`src/rtl/hazard_fwd_unit_if.sv`:
```
// hazard_fwd_unit_if
//   Bundles the ID-stage hazard query and the hazard/forwarding decisions
//   exchanged between the pipeline (master) and hazard_fwd_unit (slave).
// Signals
//   enable        pipeline advance; 0 freezes the unit
//   id_rs/id_rt   source registers of the instruction in ID
//   id_use_rs/rt  ID instruction actually reads rs / rt
//   id_reg_write  ID instruction writes a register
//   id_mem_read   ID instruction is a load
//   id_waddr      destination register of the ID instruction
//   br_taken      taken branch/jump resolved this cycle
//   stall, flush  hazard controls (combinational)
//   fwd_a_sel/b   registered EX operand source selects
//   stall_cnt, flush_cnt  saturating event counters
interface hazard_fwd_unit_if #(
  parameter int ADDR_W = 5,
  parameter int SEL_W  = 2,
  parameter int CNT_W  = 32
);
  logic              enable;
  logic [ADDR_W-1:0] id_rs;
  logic [ADDR_W-1:0] id_rt;
  logic              id_use_rs;
  logic              id_use_rt;
  logic              id_reg_write;
  logic              id_mem_read;
  logic [ADDR_W-1:0] id_waddr;
  logic              br_taken;
  logic              stall;
  logic              flush;
  logic [SEL_W-1:0]  fwd_a_sel;
  logic [SEL_W-1:0]  fwd_b_sel;
  logic [CNT_W-1:0]  stall_cnt;
  logic [CNT_W-1:0]  flush_cnt;

  modport master (
    output enable, id_rs, id_rt, id_use_rs, id_use_rt, id_reg_write,
           id_mem_read, id_waddr, br_taken,
    input  stall, flush, fwd_a_sel, fwd_b_sel, stall_cnt, flush_cnt
  );

  modport slave (
    input  enable, id_rs, id_rt, id_use_rs, id_use_rt, id_reg_write,
           id_mem_read, id_waddr, br_taken,
    output stall, flush, fwd_a_sel, fwd_b_sel, stall_cnt, flush_cnt
  );
endinterface

```
`src/rtl/hazard_fwd_unit.sv`:
```
// hazard_fwd_unit
//   Hazard and forwarding controller sitting beside ID. Tracks in-flight
//   destination registers in a shifting scoreboard, raises load-use stalls
//   and branch flushes, and registers the EX operand forwarding selects.
// Ports
//   clk     rising-edge clock
//   arst_n  asynchronous active-low reset
//   bus     hazard_fwd_unit_if.slave (ID query in, stall/flush/selects/counters out)
module hazard_fwd_unit #(
  parameter int DEPTH         = 3,
  parameter int ADDR_W        = 5,
  parameter int RESOLVE_STAGE = 2,
  parameter int CNT_W         = 32
) (
  input  logic              clk,
  input  logic              arst_n,
  hazard_fwd_unit_if.slave  bus
);
  localparam int SEL_W = $clog2(DEPTH);
  // The WB entry can never produce a forward (write-through register file)
  // and nothing downstream reads it, so only entries EX..DEPTH-2 are stored.
  localparam int NE = DEPTH - 1;

  logic [NE-1:0]     vld_q, vld_d;
  logic [NE-1:0]     rw_q, rw_d;
  logic [ADDR_W-1:0] wa_q [NE];
  logic [ADDR_W-1:0] wa_d [NE];
  // Only the EX entry's load flag is ever consulted.
  logic              ld0_q, ld0_d;
  logic [SEL_W-1:0]  sel_a_q, sel_a_d, sel_b_q, sel_b_d;
  logic [SEL_W-1:0]  match_a, match_b;
  logic [CNT_W-1:0]  stall_cnt_q, stall_cnt_d, flush_cnt_q, flush_cnt_d;
  logic              load_use, stall, flush, take;

  // Scan oldest to youngest so the youngest matching producer wins.
  always_comb begin
    match_a = '0;
    match_b = '0;
    for (int j = NE - 1; j >= 0; j--) begin
      if (vld_q[j] && rw_q[j] && (wa_q[j] != '0)) begin
        if (bus.id_use_rs && (wa_q[j] == bus.id_rs)) match_a = SEL_W'(j + 1);
        if (bus.id_use_rt && (wa_q[j] == bus.id_rt)) match_b = SEL_W'(j + 1);
      end
    end
  end

  // A select of 1 means the EX entry is the youngest match.
  assign load_use = ld0_q && ((match_a == SEL_W'(1)) || (match_b == SEL_W'(1)));
  assign flush    = bus.br_taken && bus.enable;
  assign stall    = load_use && bus.enable && !flush;
  assign take     = !stall && !flush;

  always_comb begin
    vld_d       = vld_q;
    rw_d        = rw_q;
    wa_d        = wa_q;
    ld0_d       = ld0_q;
    sel_a_d     = sel_a_q;
    sel_b_d     = sel_b_q;
    stall_cnt_d = stall_cnt_q;
    flush_cnt_d = flush_cnt_q;
    if (bus.enable) begin
      for (int j = NE - 1; j >= 1; j--) begin
        vld_d[j] = vld_q[j-1];
        rw_d[j]  = rw_q[j-1];
        wa_d[j]  = wa_q[j-1];
      end
      vld_d[0] = take;
      rw_d[0]  = bus.id_reg_write;
      wa_d[0]  = bus.id_waddr;
      ld0_d    = bus.id_mem_read;
      // Instructions behind the resolving branch are squashed.
      if (flush) begin
        for (int j = 1; j < RESOLVE_STAGE; j++) vld_d[j] = 1'b0;
      end
      sel_a_d = take ? match_a : '0;
      sel_b_d = take ? match_b : '0;
      if (stall && !(&stall_cnt_q)) stall_cnt_d = stall_cnt_q + 1'b1;
      if (flush && !(&flush_cnt_q)) flush_cnt_d = flush_cnt_q + 1'b1;
    end
  end

  always_ff @(posedge clk or negedge arst_n) begin
    if (!arst_n) begin
      vld_q <= '0;
      rw_q  <= '0;
      for (int j = 0; j < NE; j++) wa_q[j] <= '0;
      ld0_q       <= 1'b0;
      sel_a_q     <= '0;
      sel_b_q     <= '0;
      stall_cnt_q <= '0;
      flush_cnt_q <= '0;
    end else begin
      vld_q       <= vld_d;
      rw_q        <= rw_d;
      wa_q        <= wa_d;
      ld0_q       <= ld0_d;
      sel_a_q     <= sel_a_d;
      sel_b_q     <= sel_b_d;
      stall_cnt_q <= stall_cnt_d;
      flush_cnt_q <= flush_cnt_d;
    end
  end

  assign bus.stall     = stall;
  assign bus.flush     = flush;
  assign bus.fwd_a_sel = sel_a_q;
  assign bus.fwd_b_sel = sel_b_q;
  assign bus.stall_cnt = stall_cnt_q;
  assign bus.flush_cnt = flush_cnt_q;
endmodule

```
`src/flat_wrapper.sv`:
```
// flat-port wrapper written by rule: the top's interface ports become plain ports
module hazard_fwd_unit_flat 
#(
  parameter int DEPTH         = 3,
  parameter int ADDR_W        = 5,
  parameter int RESOLVE_STAGE = 2,
  parameter int CNT_W         = 32
)
  (clk, arst_n, bus_enable, bus_id_rs, bus_id_rt, bus_id_use_rs, bus_id_use_rt, bus_id_reg_write, bus_id_mem_read, bus_id_waddr, bus_br_taken, bus_stall, bus_flush, bus_fwd_a_sel, bus_fwd_b_sel, bus_stall_cnt, bus_flush_cnt);
  hazard_fwd_unit_if #(.ADDR_W(ADDR_W), .SEL_W(2), .CNT_W(CNT_W)) bus_i ();
  input  logic clk;
  input  logic arst_n;
  input wire logic [$bits(bus_i.enable)-1:0] bus_enable;
  input wire logic [$bits(bus_i.id_rs)-1:0] bus_id_rs;
  input wire logic [$bits(bus_i.id_rt)-1:0] bus_id_rt;
  input wire logic [$bits(bus_i.id_use_rs)-1:0] bus_id_use_rs;
  input wire logic [$bits(bus_i.id_use_rt)-1:0] bus_id_use_rt;
  input wire logic [$bits(bus_i.id_reg_write)-1:0] bus_id_reg_write;
  input wire logic [$bits(bus_i.id_mem_read)-1:0] bus_id_mem_read;
  input wire logic [$bits(bus_i.id_waddr)-1:0] bus_id_waddr;
  input wire logic [$bits(bus_i.br_taken)-1:0] bus_br_taken;
  output wire logic [$bits(bus_i.stall)-1:0] bus_stall;
  output wire logic [$bits(bus_i.flush)-1:0] bus_flush;
  output wire logic [$bits(bus_i.fwd_a_sel)-1:0] bus_fwd_a_sel;
  output wire logic [$bits(bus_i.fwd_b_sel)-1:0] bus_fwd_b_sel;
  output wire logic [$bits(bus_i.stall_cnt)-1:0] bus_stall_cnt;
  output wire logic [$bits(bus_i.flush_cnt)-1:0] bus_flush_cnt;
  assign bus_i.enable = bus_enable;
  assign bus_i.id_rs = bus_id_rs;
  assign bus_i.id_rt = bus_id_rt;
  assign bus_i.id_use_rs = bus_id_use_rs;
  assign bus_i.id_use_rt = bus_id_use_rt;
  assign bus_i.id_reg_write = bus_id_reg_write;
  assign bus_i.id_mem_read = bus_id_mem_read;
  assign bus_i.id_waddr = bus_id_waddr;
  assign bus_i.br_taken = bus_br_taken;
  assign bus_stall = bus_i.stall;
  assign bus_flush = bus_i.flush;
  assign bus_fwd_a_sel = bus_i.fwd_a_sel;
  assign bus_fwd_b_sel = bus_i.fwd_b_sel;
  assign bus_stall_cnt = bus_i.stall_cnt;
  assign bus_flush_cnt = bus_i.flush_cnt;
  hazard_fwd_unit #(.DEPTH(DEPTH), .ADDR_W(ADDR_W), .RESOLVE_STAGE(RESOLVE_STAGE), .CNT_W(CNT_W)) u_core (.clk(clk), .arst_n(arst_n), .bus(bus_i));
endmodule
```
`config.mk`:
```
export PLATFORM = sky130hd
export DESIGN_NAME = hazard_fwd_unit_flat
export DESIGN_NICKNAME = d
export VERILOG_FILES = /design/src/rtl/hazard_fwd_unit_if.sv /design/src/rtl/hazard_fwd_unit.sv /design/src/flat_wrapper.sv
export SDC_FILE = /design/constraint.sdc
export NUM_CORES = 1
export LEC_CHECK = 0
export ABC_AREA = 1
export BUFFER_PORTS_ARGS = -buffer_cell sky130_fd_sc_hd__buf_2
export CAP_MARGIN = 20
export CORE_MARGIN = 2
export CORE_UTILIZATION = 29
export CTS_BUF_LIST = sky130_fd_sc_hd__clkbuf_16
export CTS_CLUSTER_DIAMETER = 100
export DETAILED_ROUTE_END_ITERATION = 12
export SYNTH_ARGS = -nofsm -noshare
export SYNTH_HDL_FRONTEND = slang
export SYNTH_SLANG_ARGS = --single-unit
```
`constraint.sdc`:
```
create_clock -name clk -period 2.1 [get_ports clk]
set_input_delay 0.42 -clock clk [delete_from_list [all_inputs] [get_ports clk]]
set_output_delay 0.42 -clock clk [all_outputs]
set_load 0.02 [all_outputs]
```
# == Word-level counts from Yosys, hierarchy flattened ==
# Cells that the tools add are included.
# Widths: inputs -> output; s select.
# word_totals
inputBits,23
out_inout_bits,70
word_cells,54
ff_bits,83
# classes
reduce_logical,26
n_eq_ne,6
n_addsub,2
muxes,11
# op_table
cell,n
$add 32x1->32 const B,2
$reduce_and 32->1,2
$eq 5x5->1,4
$mux 2,10
$logic_and 1x1->1,15
$reduce_bool 5->1,2
$eq 2x1->1 const B,2
$logic_not 1->1,4
$reduce_and 2->1,2
$logic_or 1x1->1,1
$mux 1,1

# == Logic depth before layout (Yosys ltp) ==
# Gate-level depths: netlist of run 1.
# depth
word_depth,14
ltp_mapped,12

# == Least setup slack after synthesis of run 1 ==
# No wires, ideal clock.
# synth_timing
path_kind,register to register
from,register u_core.stall_cnt_q[1] (netlist: u_core.bus.stall_cnt[1])
to,register u_core.stall_cnt_q[2] (netlist: u_core.bus.stall_cnt[2])
required_time_ns,1.979
setup_slack_ns,0.230
arrival_time_ns,1.749
synth_period_minus_slack_ns,1.870
path_stages_with_launch,10
cell_sequence,dfrtp_1 > ha_1 > nand3_2 > inv_2 > nand2_4 > nor4_4 > inv_2 > buf_6 > nand3_2 > nand2_1
# synth_via
elab_chain_cells,4
# synth_lines
item,line,source
"start, declared",hazard_fwd_unit.sv:32,"logic [CNT_W-1:0] stall_cnt_q, stall_cnt_d, flush_cnt_q, flush_cnt_d;"
"start signal, assigned",hazard_fwd_unit.sv:100,stall_cnt_q <= stall_cnt_d;
branches (longest 4 deep; another with $add 32x1->32),n/a,
# Several ways; the timed one is not identified.
# A chain may end at the register's enable or synchronous reset.

# == Worst setup path in the final report of run 1 ==
# layout_timing
from,register u_core.wa_q[8] in the netlist's numbering
to,output bus_stall
# layout_via
elab_chain_cells,9
# layout_lines
item,line,source
"start, declared",hazard_fwd_unit.sv:26,logic [ADDR_W-1:0] wa_q [NE];
"start signal, assigned",hazard_fwd_unit.sv:96,wa_q <= wa_d;
"$eq 5x5->1, on equally long branches","hazard_fwd_unit.sv:41, hazard_fwd_unit.sv:42",
"$logic_and 1x1->1, on equally long branches","hazard_fwd_unit.sv:41, hazard_fwd_unit.sv:42",
"$mux 2, on equally long branches","hazard_fwd_unit.sv:41, hazard_fwd_unit.sv:42",
$mux 2,hazard_fwd_unit.sv:40,if (vld_q[j] && rw_q[j] && (wa_q[j] != '0)) begin
$eq 2x1->1,hazard_fwd_unit.sv:48,assign load_use = ld0_q && ((match_a == SEL_W'(1)) || (match_b == SEL_W'(1)));
$logic_or 1x1->1 (*),hazard_fwd_unit.sv:48,
$logic_and 1x1->1 (*),hazard_fwd_unit.sv:48,
$logic_and 1x1->1 (*) (2 in a row),hazard_fwd_unit.sv:50,assign stall = load_use && bus.enable && !flush;
"end, declared",flat_wrapper.sv:22,output wire logic [$bits(bus_i.stall)-1:0] bus_stall;
# Every way passes the cells marked *; elsewhere a longest branch is shown, timed or not.

==> run metrics, run 1 <==
vias in the first global route 4910; placed instance count 1035; initial DRC count 278; Worst-path clk slew 0.07 ns; Synth area leaders dfrtp_1 39%, nand2_1 15%, xor2_1 9.3%; Ports 93; MaxCap Viol Count 0; synthesized flop and latch total 83; hpwl dp 11.27 mm; leakage 3.308 nW; antenna violations before repair 0; Psw 1.502 mW; FILL cells 1947; drt wl/cell 13.96 um; clock latency on the worst-skew pair 0.36 ns; CP startpoint kind register; Final Hold Viols 0; Synth Cell Area 0.005290 mm^2; Netlist cell types 34; syn_area_per_cell 7.430 um^2; RSZ-0062 raised after global routing yes; crit path kind register to output port; status finished clean; Syn Inst Count 712; Relative slew margins 0.5958; Detailed Route WL 14.80 mm; ys flop type dfrtp_1; largest net degree at the start of global routing 50; Yosys top cell area share 0.3926; reg-to-reg critical path startpoint u_core.bus.stall_cnt[0]$_DFFE_PN0P_; fin crit share 0.9764; share of cells above drive strength 1 0.2178; CP endpoint kind output port; Post-Syn Nets 737; Residual DRC 0; Core Area 0.01790 mm^2; Layout area overhead 22.66%; CTS sink cnt 83; CTS tree built; sequential power share 0.426; arrival time worst endpoint 1.63 ns; Clock Skew 0.008708 ns; Pre-Repair DR Iteration Count 4; chip width 139.1 um; Async SR Flop Fraction 1.000; Final Core Density 0.3625; # port buffers 92; Fmax 487.7 MHz; post-route ant nets 0; internal power 2.870 mW; worst path required time 1.68 ns; combinational power share 0.197; Seq/Total Area, Yosys 0.3926; via-per-instance ratio 4.615; Worst R2R Setup Slack 0.18 ns; Layout Cells excl Fill 1060; die area 0.01934 mm^2; global-route usage over all layers 0.1592; reg2reg path depth 9; total CTS buffers 9; CP max FO 6; Max Slew Vio Count 0; peak supply drop 0.0003834 V; RR Endpoint u_core.bus.stall_cnt[28]$_DFFE_PN0P_; Worst-Margin Slew 0.6017 ns; num rows 49; Endpoint, Worst Hold u_core.wa_q[6]$_DFFE_PN0P_; Synth area leader dfrtp_1; Ant. Diodes 0; nets 851; number of flops mapped to enable cells by yosys 0; first-pass GRT wire length 24.94 mm; vias 4892; hold path depth 3; Initial Util 0.2955; final setup fails 0; clk root buf clkbuf_16; pwr/cell area 673.8 mW/mm^2; min Tclk post-route 2.050 ns; gr ovfl total 0; GP Congestion 0.9017; sw frac 0.3435; clock share of power 0.377; Warnings, synthesis 0; HP Start bus_id_waddr[1]; HP Class input pin to register; Max Buffers Root-to-Sink 2; Die Height 139.1 um; Max H-tree Level 3
-- power groups by stage --
stage | logic [mW] | clock network (mW) | registers (mW)
6_report | 0.862 | 1.65 | 1.86
3_5_place_dp | 0.849 | 0 | 1.89
3_3_place_gp | 0.844 | 0 | 1.89
5_1_grt | 0.967 | 1.77 | 1.88
4_1_cts | 0.861 | 1.70 | 1.86
2_1_floorplan | 0.454 | 0 | 1.98
-- layout by cell type, fill, tap and decap left out, drive strengths merged --
| cell | Yosys | layout |
|---|---|---|
| a22o | 1 | 1 |
| buf | 12 | 117 |
| ha | 2 | 2 |
| nor4 | 2 | 2 |
| nor3b | 1 | 1 |
| nand2 | 211 | 211 |
| clkinv | 0 | 1 |
| clkbuf | 3 | 9 |
| inv | 95 | 101 |
| a21oi | 4 | 4 |
| nand3 | 56 | 56 |
| nor3 | 34 | 34 |
| o21bai | 29 | 29 |
| xnor2 | 4 | 4 |
| dlygate4sd3 | 0 | 1 |
| nand4 | 18 | 18 |
| and3 | 1 | 1 |
| nor2 | 77 | 77 |
| dfrtp | 83 | 83 |
| o21ai | 21 | 21 |
| nor2b | 1 | 1 |
| a21boi | 1 | 1 |
| xor2 | 56 | 56 |
-- cell usage after synthesis (2+ instances only) --
library cell and count:
o21bai_1 29, nand2_1 207, inv_2 15, nand3_2 13
nand3_1 42, nand2_2 2, nor2_2 3, nor2_1 73
inv_1 80, buf_4 2, nand2_4 2, xor2_1 56
xnor2_1 4, a21oi_1 4, buf_2 4, buf_6 6
nand4_1 17, ha_1 2, nor3_1 33, dfrtp_1 83
clkbuf_1 3, o21ai_0 18, o21ai_1 3
-- state kept, by name, indices dropped and copies added (netlist names) --
| name | count |
|---|---|
| u_core.bus.stall_cnt | 32 |
| u_core.bus.fwd_b_sel | 2 |
| u_core.bus.flush_cnt | 32 |
| u_core.wa_q | 10 |
| u_core.bus.fwd_a_sel | 2 |
| u_core.vld_q | 2 |
| u_core.rw_q | 2 |
| u_core.ld0_q | 1 |
-- worst max-delay path: stages, from the launching register on --
cell	delay (ns)
dfrtp_2	0.44
buf_4	0.13
o21ai_0	0.08
nor2_1	0.14
nand3_2	0.13
nand2_4	0.11
nand3_4	0.07
inv_4	0.07
buf_6	0.11
-- cell type report --
cell class / count / area [um^2] / area share
multi-input cells: 519 / 2768 / 0.4265
clock buffers: 9 / 225.2 / 0.03471
flip-flops and latches: 83 / 2079 / 0.3205
well taps: 229 / 286.5 / 0.04416
clock inverters: 7 / 76.32 / 0.01176
inverters: 95 / 361.6 / 0.05573
repair buffers: 118 / 691.9 / 0.1066
-- worst max-delay path by stage --
stage | end | start | cells past startpoint
after floorplan | u_core.bus.stall_cnt[2]$_DFFE_PN0P_ | u_core.bus.stall_cnt[1]$_DFFE_PN0P_ | 9
after global placement | bus_stall | bus_id_rs[0] | 10
after detailed placement | u_core.bus.stall_cnt[7]$_DFFE_PN0P_ | u_core.bus.stall_cnt[0]$_DFFE_PN0P_ | 8
after CTS | bus_stall | u_core.wa_q[9]$_DFFE_PN0P_ | 10
after global routing | bus_stall | u_core.wa_q[9]$_DFFE_PN0P_ | 10
final | bus_stall | u_core.wa_q[8]$_DFFE_PN0P_ | 8
-- layer usage --
| metal | global-route usage | share of wire | vias up | routed length, um |
|---|---|---|---|---|
| li1 | - | - | 2490 | - |
| met1 | 0.2186 | 0.48 | 2280 | 7038 |
| met2 | 0.2546 | 0.47 | 106 | 6913 |
| met3 | 0.03488 | 0.043 | 16 | 630 |
| met4 | 0.04306 | 0.014 | 0 | 212 |
| met5 | 0 | 0 | - | 0 |
-- metrics by stage --
| step | hold slack [ns] | total power [mW] | setup WS [ns] | area [um^2] | TNS, ns |
|---|---|---|---|---|---|
| finish | 0.2691 | 4.372 | 0.04952 | 6489 | 0 |
| global route | 0.2650 | 4.625 | -0.07433 | 6489 | -0.07433 |
| CTS | 0.2621 | 4.421 | 0.01256 | 6432 | 0 |
| detailed placement | 0.2240 | 2.741 | 0.1453 | 6078 | 0 |
| global placement | 0.2247 | 2.739 | 0.1703 | 6078 | 0 |
| floorplan | 0.1244 | 2.437 | 0.2304 | 5290 | 0 |
-- repair_timing --
item | in CTS | in global routing
setup buffers | 4 | 4
gates resized for setup | 6 | 9
hold endpoints to repair | 2 | 0
endpoints found under the setup margin | 1 | 18
pin swaps | 3 | 8
hold buffers | 1 | 0
-- cell families (layout without fill, tap and decap cells) --
group / Yosys count / after routing / share of synthesized area
adders and majority gates: 2 / 2 / 0.004730
DFF: 83 / 83 / 0.3926
and+or+nand+nor: 401 / 401 / 0.3465
xor gates and xnor gates: 60 / 60 / 0.09934
buffers and inverters: 110 / 229 / 0.08893
AOI/OAI and AO/OA: 56 / 56 / 0.06788
Power figures use the tool's default switching activity.
==> inputs of run 2 (changes only) <==
--- a/config.mk
+++ b/config.mk
@@ -13,6 +13,8 @@
 export CTS_BUF_LIST = sky130_fd_sc_hd__clkbuf_16
 export CTS_CLUSTER_DIAMETER = 100
 export DETAILED_ROUTE_END_ITERATION = 12
+export GPL_TIMING_DRIVEN = 1
+export REMOVE_ABC_BUFFERS = 1
 export SYNTH_ARGS = -nofsm -noshare
 export SYNTH_HDL_FRONTEND = slang
 export SYNTH_SLANG_ARGS = --single-unit
==> run metrics, run 2 (synthesis gave the netlist of run 1 again) <==
status finished clean (unchanged); reg2reg path depth 8 (was 9); Clock Skew 0.009659 ns (was 0.008708 ns); die area 0.01934 mm^2 (unchanged); # port buffers 92 (unchanged); commonest cells after routing, fill and taps aside 204 x nand2_1, 90 x buf_2, 81 x dfrtp_1 (was 207 x nand2_1, 90 x buf_2, 81 x dfrtp_1); Ant. Diodes 0 (unchanged); CP max stage delay 0.44 ns (about the same); peak supply drop 0.0007233 V (was 0.0003834 V); total CTS buffers 9 (unchanged); critical path's most frequent cell nand3_4; Core Area 0.01790 mm^2 (unchanged); first-pass GRT wire length 24.45 mm (was 24.94 mm); initial DRC count 278 (unchanged); Relative slew margins 0.6461 (was 0.5958); via-per-instance ratio 4.685 (was 4.615); Worst-path clk slew 0.07 ns (about the same); Max Slew Vio Count 0 (unchanged); Fmax 482.9 MHz (was 487.7 MHz); CTS sink cnt 83 (unchanged); leakage 3.338 nW (was 3.308 nW); GP Congestion 0.8531 (was 0.9017); fin crit share 0.9862 (was 0.9764); commonest non-fill, non-tap cell in the layout nand2_1 (unchanged); post-route ant nets 0 (unchanged); min Tclk post-route 2.071 ns (was 2.050 ns); CP endpoint kind output port (unchanged); gr ovfl total 0 (unchanged); worst path required time 1.68 ns (about the same); Detailed Route WL 14.53 mm (was 14.80 mm); clock latency on the worst-skew pair 0.35 ns (was 0.36 ns); CP cell instances a21oi_1 -> nand2_2 -> nor2_4 -> nand3_4 -> nand2_4 -> nand3_4 -> inv_4 -> buf_6 (was buf_4 -> o21ai_0 -> nor2_1 -> nand3_2 -> nand2_4 -> nand3_4 -> inv_4 -> buf_6); chip width 139.1 um (unchanged); vias 4976 (was 4892); placed instance count 1038 (was 1035); largest net degree at the start of global routing 39 (was 50); Initial Util 0.2955 (unchanged); Layout Cells excl Fill 1062 (was 1060); Worst-Margin Slew 0.5309 ns (was 0.6017 ns); CTS tree built (unchanged); Residual DRC 0 (unchanged); Final Hold Viols 0 (unchanged); num rows 49 (unchanged); HP Class input pin to asynchronous set/reset pin (was input pin to register); nets 853 (was 851); CP startpoint kind register (unchanged); Max H-tree Level 3 (unchanged); drt wl/cell 13.68 um (was 13.96 um); global-route usage over all layers 0.1539 (was 0.1592); Pre-Repair DR Iteration Count 4 (unchanged); clk root buf clkbuf_16 (unchanged); Final Core Density 0.3678 (was 0.3625); MaxCap Viol Count 0 (unchanged); Layout area overhead 24.48% (was 22.66%); RSZ-0062 raised after global routing yes (unchanged); final setup fails 0 (unchanged); Ports 93 (unchanged); crit path kind register to output port (unchanged); slowest CP cell dfrtp_2 (unchanged); hpwl dp 10.91 mm (was 11.27 mm); Max Buffers Root-to-Sink 2 (unchanged); share of cells above drive strength 1 0.2293 (was 0.2178); CP max FO 5 (was 6); hold-fix buffers at CTS 0 (was 1); antenna violations before repair 0 (unchanged); vias in the first global route 4954 (was 4910); pwr/cell area 691.1 mW/mm^2 (was 673.8 mW/mm^2); arrival time worst endpoint 1.65 ns (was 1.63 ns); Die Height 139.1 um (unchanged)
-- run 2: cell count changes in the layout (fill, tap and decap cells not counted), sizes merged --
| cell | delta |
|---|---|
| buf | +3 |
| bufinv | +2 |
| clkinv | -1 |
| clkinvlp | +1 |
| dlygate4sd3 | -1 |
| inv | -2 |
-- run 2: per-stage QoR --
step                      area (um^2)  hold WS (ns)  setup slack (ns)  setup TNS (ns)  power [mW]
after floorplan                  5176        0.1244           -0.5961          -16.39       2.426
after global placement           6113        0.4276            0.1054               0       2.736
after detailed placement         6113        0.4307            0.1114               0       2.743
after CTS                        6504       0.05213           0.01538               0       4.571
after global routing             6585       0.07422          -0.07516        -0.07516       4.778
final                            6585       0.03295           0.02903               0       4.551
-- run 2: layer usage --
| metal | part of all wire | up-vias | global-route usage | wire, um |
|---|---|---|---|---|
| li1 | - | 2491 | - | - |
| met1 | 0.47 | 2373 | 0.1987 | 6829 |
| met2 | 0.48 | 100 | 0.2619 | 6943 |
| met3 | 0.040 | 12 | 0.03419 | 586 |
| met4 | 0.011 | 0 | 0.03934 | 167 |
| met5 | 0 | - | 0 | 0 |
-- run 2: final cells by class --
| class | instances | area [um^2] |
|---|---|---|
| clock buffer | 9 | 225.2 |
| clock inverter | 7 | 105.1 |
| fill | 1921 | 11320 |
| inverter | 95 | 361.6 |
| multi-input combinational | 519 | 2810 |
| sequential | 83 | 2079 |
| tap | 229 | 286.5 |
| timing repair buffer | 120 | 716.9 |
-- run 2: worst paths after layout --
path                                                startpoint                                    to  slack, ns
max                                 u_core.wa_q[8]$_DFFE_PN0P_                             bus_stall       0.03
min                                                     arst_n  u_core.bus.stall_cnt[18]$_DFFE_PN0P_       0.03
max reg2reg                u_core.bus.stall_cnt[1]$_DFFE_PN0P_   u_core.bus.stall_cnt[8]$_DFFE_PN0P_       0.22
min reg2reg                         u_core.rw_q[1]$_DFFE_PN0P_            u_core.rw_q[1]$_DFFE_PN0P_       0.48
max in group asynchronous                               arst_n   u_core.bus.flush_cnt[6]$_DFFE_PN0P_       1.45
min in group clk                               bus_id_waddr[3]            u_core.wa_q[8]$_DFFE_PN0P_       0.27
-- run 2: power breakdown --
group / internal [mW] / switching (mW)
logic: 0.309 / 0.574
clock network: 1.06 / 0.737
registers: 1.72 / 0.148
-- run 2: critical path, delay by kind of cell (launching register included) --
kind / cells / cell delay (ns)
AOI/OAI and AO/OA: 1 / 0.18
buffers and inverters: 2 / 0.19
DFF: 1 / 0.44
and+or+nand+nor: 5 / 0.48
-- run 2: repair_timing --
| item | in CTS | in global routing |
|---|---|---|
| endpoints found under the setup margin | 1 | 25 |
| buffers inserted | 5 | 3 |
| cloned | 0 | 0 |
| pin swaps | 3 | 8 |
| resized for setup | 9 | 18 |
| endpoints found under the hold margin | 0 | 0 |
==> inputs of run 3 (changes only) <==
--- a/config.mk
+++ b/config.mk
@@ -8,9 +8,9 @@
 export ABC_AREA = 1
 export BUFFER_PORTS_ARGS = -buffer_cell sky130_fd_sc_hd__buf_2
 export CAP_MARGIN = 20
-export CORE_MARGIN = 2
+export CORE_MARGIN = 5
 export CORE_UTILIZATION = 29
-export CTS_BUF_LIST = sky130_fd_sc_hd__clkbuf_16
+export CTS_BUF_LIST = sky130_fd_sc_hd__clkbuf_2 sky130_fd_sc_hd__clkbuf_4 sky130_fd_sc_hd__clkbuf_8
 export CTS_CLUSTER_DIAMETER = 100
 export DETAILED_ROUTE_END_ITERATION = 12
 export GPL_TIMING_DRIVEN = 1
==> run metrics, run 3 (synthesis gave the netlist of run 1 again) <==
status complete, but fails checks (was finished clean); failing checks setup timing; RSZ-0062 raised after global routing yes (unchanged); Total Power 4.246 mW (was 4.551 mW); total CTS buffers 9 (unchanged); peak supply drop 0.0005257 V (was 0.0007233 V); Final WS setup -0.009378 ns (was 0.02903 ns); Die Height 145.1 um (was 139.1 um); hold-fix buffers at CTS 0 (unchanged); DP Worst Slack 0.1047 ns (was 0.1114 ns); reg-to-reg critical path startpoint u_core.bus.stall_cnt[0]$_DFFE_PN0P_ (was u_core.bus.stall_cnt[1]$_DFFE_PN0P_); Fmax 474.1 MHz (was 482.9 MHz); num rows 49 (unchanged); sequential power share 0.440 (was 0.410); drt wl/cell 13.68 um (about the same); CP startpoint kind register (unchanged); Multi-input gate area 0.002761 mm^2 (was 0.002810 mm^2); vias in the first global route 4859 (was 4954); Worst-Margin Slew 0.4997 ns (was 0.5309 ns); min Tclk post-route 2.109 ns (was 2.071 ns); leakage 3.275 nW (was 3.338 nW); Core Area 0.01796 mm^2 (was 0.01790 mm^2); hpwl dp 10.88 mm (was 10.91 mm); arrival time worst endpoint 1.69 ns (was 1.65 ns); Pre-Repair DR Iteration Count 4 (unchanged); clock share of power 0.358 (was 0.396); HP Class input pin to asynchronous set/reset pin (unchanged); antenna violations before repair 0 (unchanged); initial DRC count 250 (was 278); fin crit share 1.004 (was 0.9862); Initial Util 0.2945 (was 0.2955); Worst setup endpoint bus_stall (unchanged); Residual DRC 0 (unchanged); commonest non-fill, non-tap cell in the layout nand2_1 (unchanged); Ant. Diodes 0 (unchanged); Max Buffers Root-to-Sink 2 (unchanged); Relative slew margins 0.6669 (was 0.6461); final setup fails 1 (was 0); pwr/cell area 662.2 mW/mm^2 (was 691.1 mW/mm^2); Clock Skew 0.01769 ns (was 0.009659 ns); CTS sink cnt 83 (unchanged); Layout Cells excl Fill 1056 (was 1062); post-route ant nets 0 (unchanged); gr ovfl total 0 (unchanged); Worst-path clk slew 0.11 ns (was 0.07 ns); Layout area overhead 21.22% (was 24.48%); largest net degree at the start of global routing 84 (was 39); Final Hold Viols 0 (unchanged); Ports 93 (unchanged); FF/Latch Area 0.002079 mm^2 (unchanged); combinational power share 0.202 (was 0.194); via-per-instance ratio 4.563 (was 4.685); chip width 145.1 um (was 139.1 um); CP endpoint kind output port (unchanged); share of cells above drive strength 1 0.2152 (was 0.2293); die area 0.02104 mm^2 (was 0.01934 mm^2); FILL cells 1897 (was 1921); Max Slew Vio Count 0 (unchanged); MaxCap Viol Count 0 (unchanged); Psw 1.414 mW (was 1.459 mW); GP Congestion 0.8878 (was 0.8531); Worst R2R Setup Slack 0.22 ns (about the same); CP max FO 7 (was 5); Detailed Route WL 14.45 mm (was 14.53 mm); commonest cells after routing, fill and taps aside 207 x nand2_1, 90 x buf_2, 81 x dfrtp_1 (was 204 x nand2_1, 90 x buf_2, 81 x dfrtp_1); RR Endpoint u_core.bus.stall_cnt[28]$_DFFE_PN0P_ (was u_core.bus.stall_cnt[8]$_DFFE_PN0P_); clock latency on the worst-skew pair 0.38 ns (was 0.35 ns); vias 4818 (was 4976); CTS tree built (unchanged); sw frac 0.3329 (was 0.3206); global-route usage over all layers 0.1390 (was 0.1539); placed instance count 1035 (was 1038); crit path kind register to output port (unchanged); internal power 2.833 mW (was 3.092 mW); worst setup path start u_core.wa_q[8]$_DFFE_PN0P_ (unchanged); first-pass GRT wire length 24.36 mm (was 24.45 mm); clk root buf clkbuf_8 (was clkbuf_16); # port buffers 92 (unchanged); Max H-tree Level 3 (unchanged); worst path required time 1.68 ns (about the same); nets 847 (was 853); reg2reg path depth 9 (was 8)
run 3: cell types whose count changed in the layout (fill, tap and decap cells not counted), moves of 2 or more:
cell / delta
clkbuf_8: +9
nand2_1: +3
nor2_2: -2
nand3_4: -3
nand3_1: +2
buf_4: -6
clkbuf_16: -9
nor2_1: +3
nand2_2: -3
run 3: what timing repair did:
item	in CTS	in global routing
buffers inserted	2	3
resized for setup	6	8
endpoints found under the hold margin	0	0
gates cloned	0	0
pin swaps	3	7
endpoints found under the setup margin	1	30
run 3: metal layers:
metal  routed length, um  part of all wire  global-route usage
met1                6674              0.46              0.1788
met2                6945              0.48              0.2359
met3                 718             0.050             0.03212
met4                 106            0.0073             0.03638
met5                   0                 0                   0
run 3: worst min path at each step:
stage,from,endpoint
floorplan,arst_n,u_core.bus.flush_cnt[0]$_DFFE_PN0P_
global placement,u_core.rw_q[1]$_DFFE_PN0P_,u_core.rw_q[1]$_DFFE_PN0P_
detailed placement,u_core.rw_q[1]$_DFFE_PN0P_,u_core.rw_q[1]$_DFFE_PN0P_
CTS,arst_n,u_core.bus.stall_cnt[19]$_DFFE_PN0P_
global route,arst_n,u_core.bus.stall_cnt[16]$_DFFE_PN0P_
finish,arst_n,u_core.bus.stall_cnt[17]$_DFFE_PN0P_
run 3: cell type report:
type | count | area share
clock buffers | 9 | 0.01932
multi-input cells | 519 | 0.4306
well taps | 229 | 0.04468
clock inverters | 7 | 0.02029
flip-flops and latches | 83 | 0.3243
repair buffers | 114 | 0.1048
inverters | 95 | 0.05600
run 3: through the flow:
step	utilization	instance area (um^2)	hold slack [ns]	TNS, ns
global placement	0.3391	6091	0.4585	0
CTS	0.3547	6372	0.05956	-0.09188
detailed placement	0.3391	6091	0.4653	0
global route	0.3570	6412	0.08716	-0.1325
finish	0.3570	6412	0.02016	-0.009378
floorplan	-	5176	0.1244	-16.39
run 3: worst max-delay path, cell delays in order, from the launching register on:
cell,delay (ns)
dfrtp_2,0.48
a21oi_2,0.13
nand2_1,0.09
nor2_2,0.12
nand3_2,0.11
nand2_4,0.10
nand3_2,0.07
inv_2,0.10
buf_6,0.12
run 3: power groups by stage:
stage               logic (mW)  clock network, mW  registers (mW)
CTS                      0.853               1.57            1.87
global route             0.967               1.62            1.89
detailed placement       0.846                  0            1.90
global placement         0.838                  0            1.90
floorplan                0.444                  0            1.98
finish                   0.858               1.52            1.87
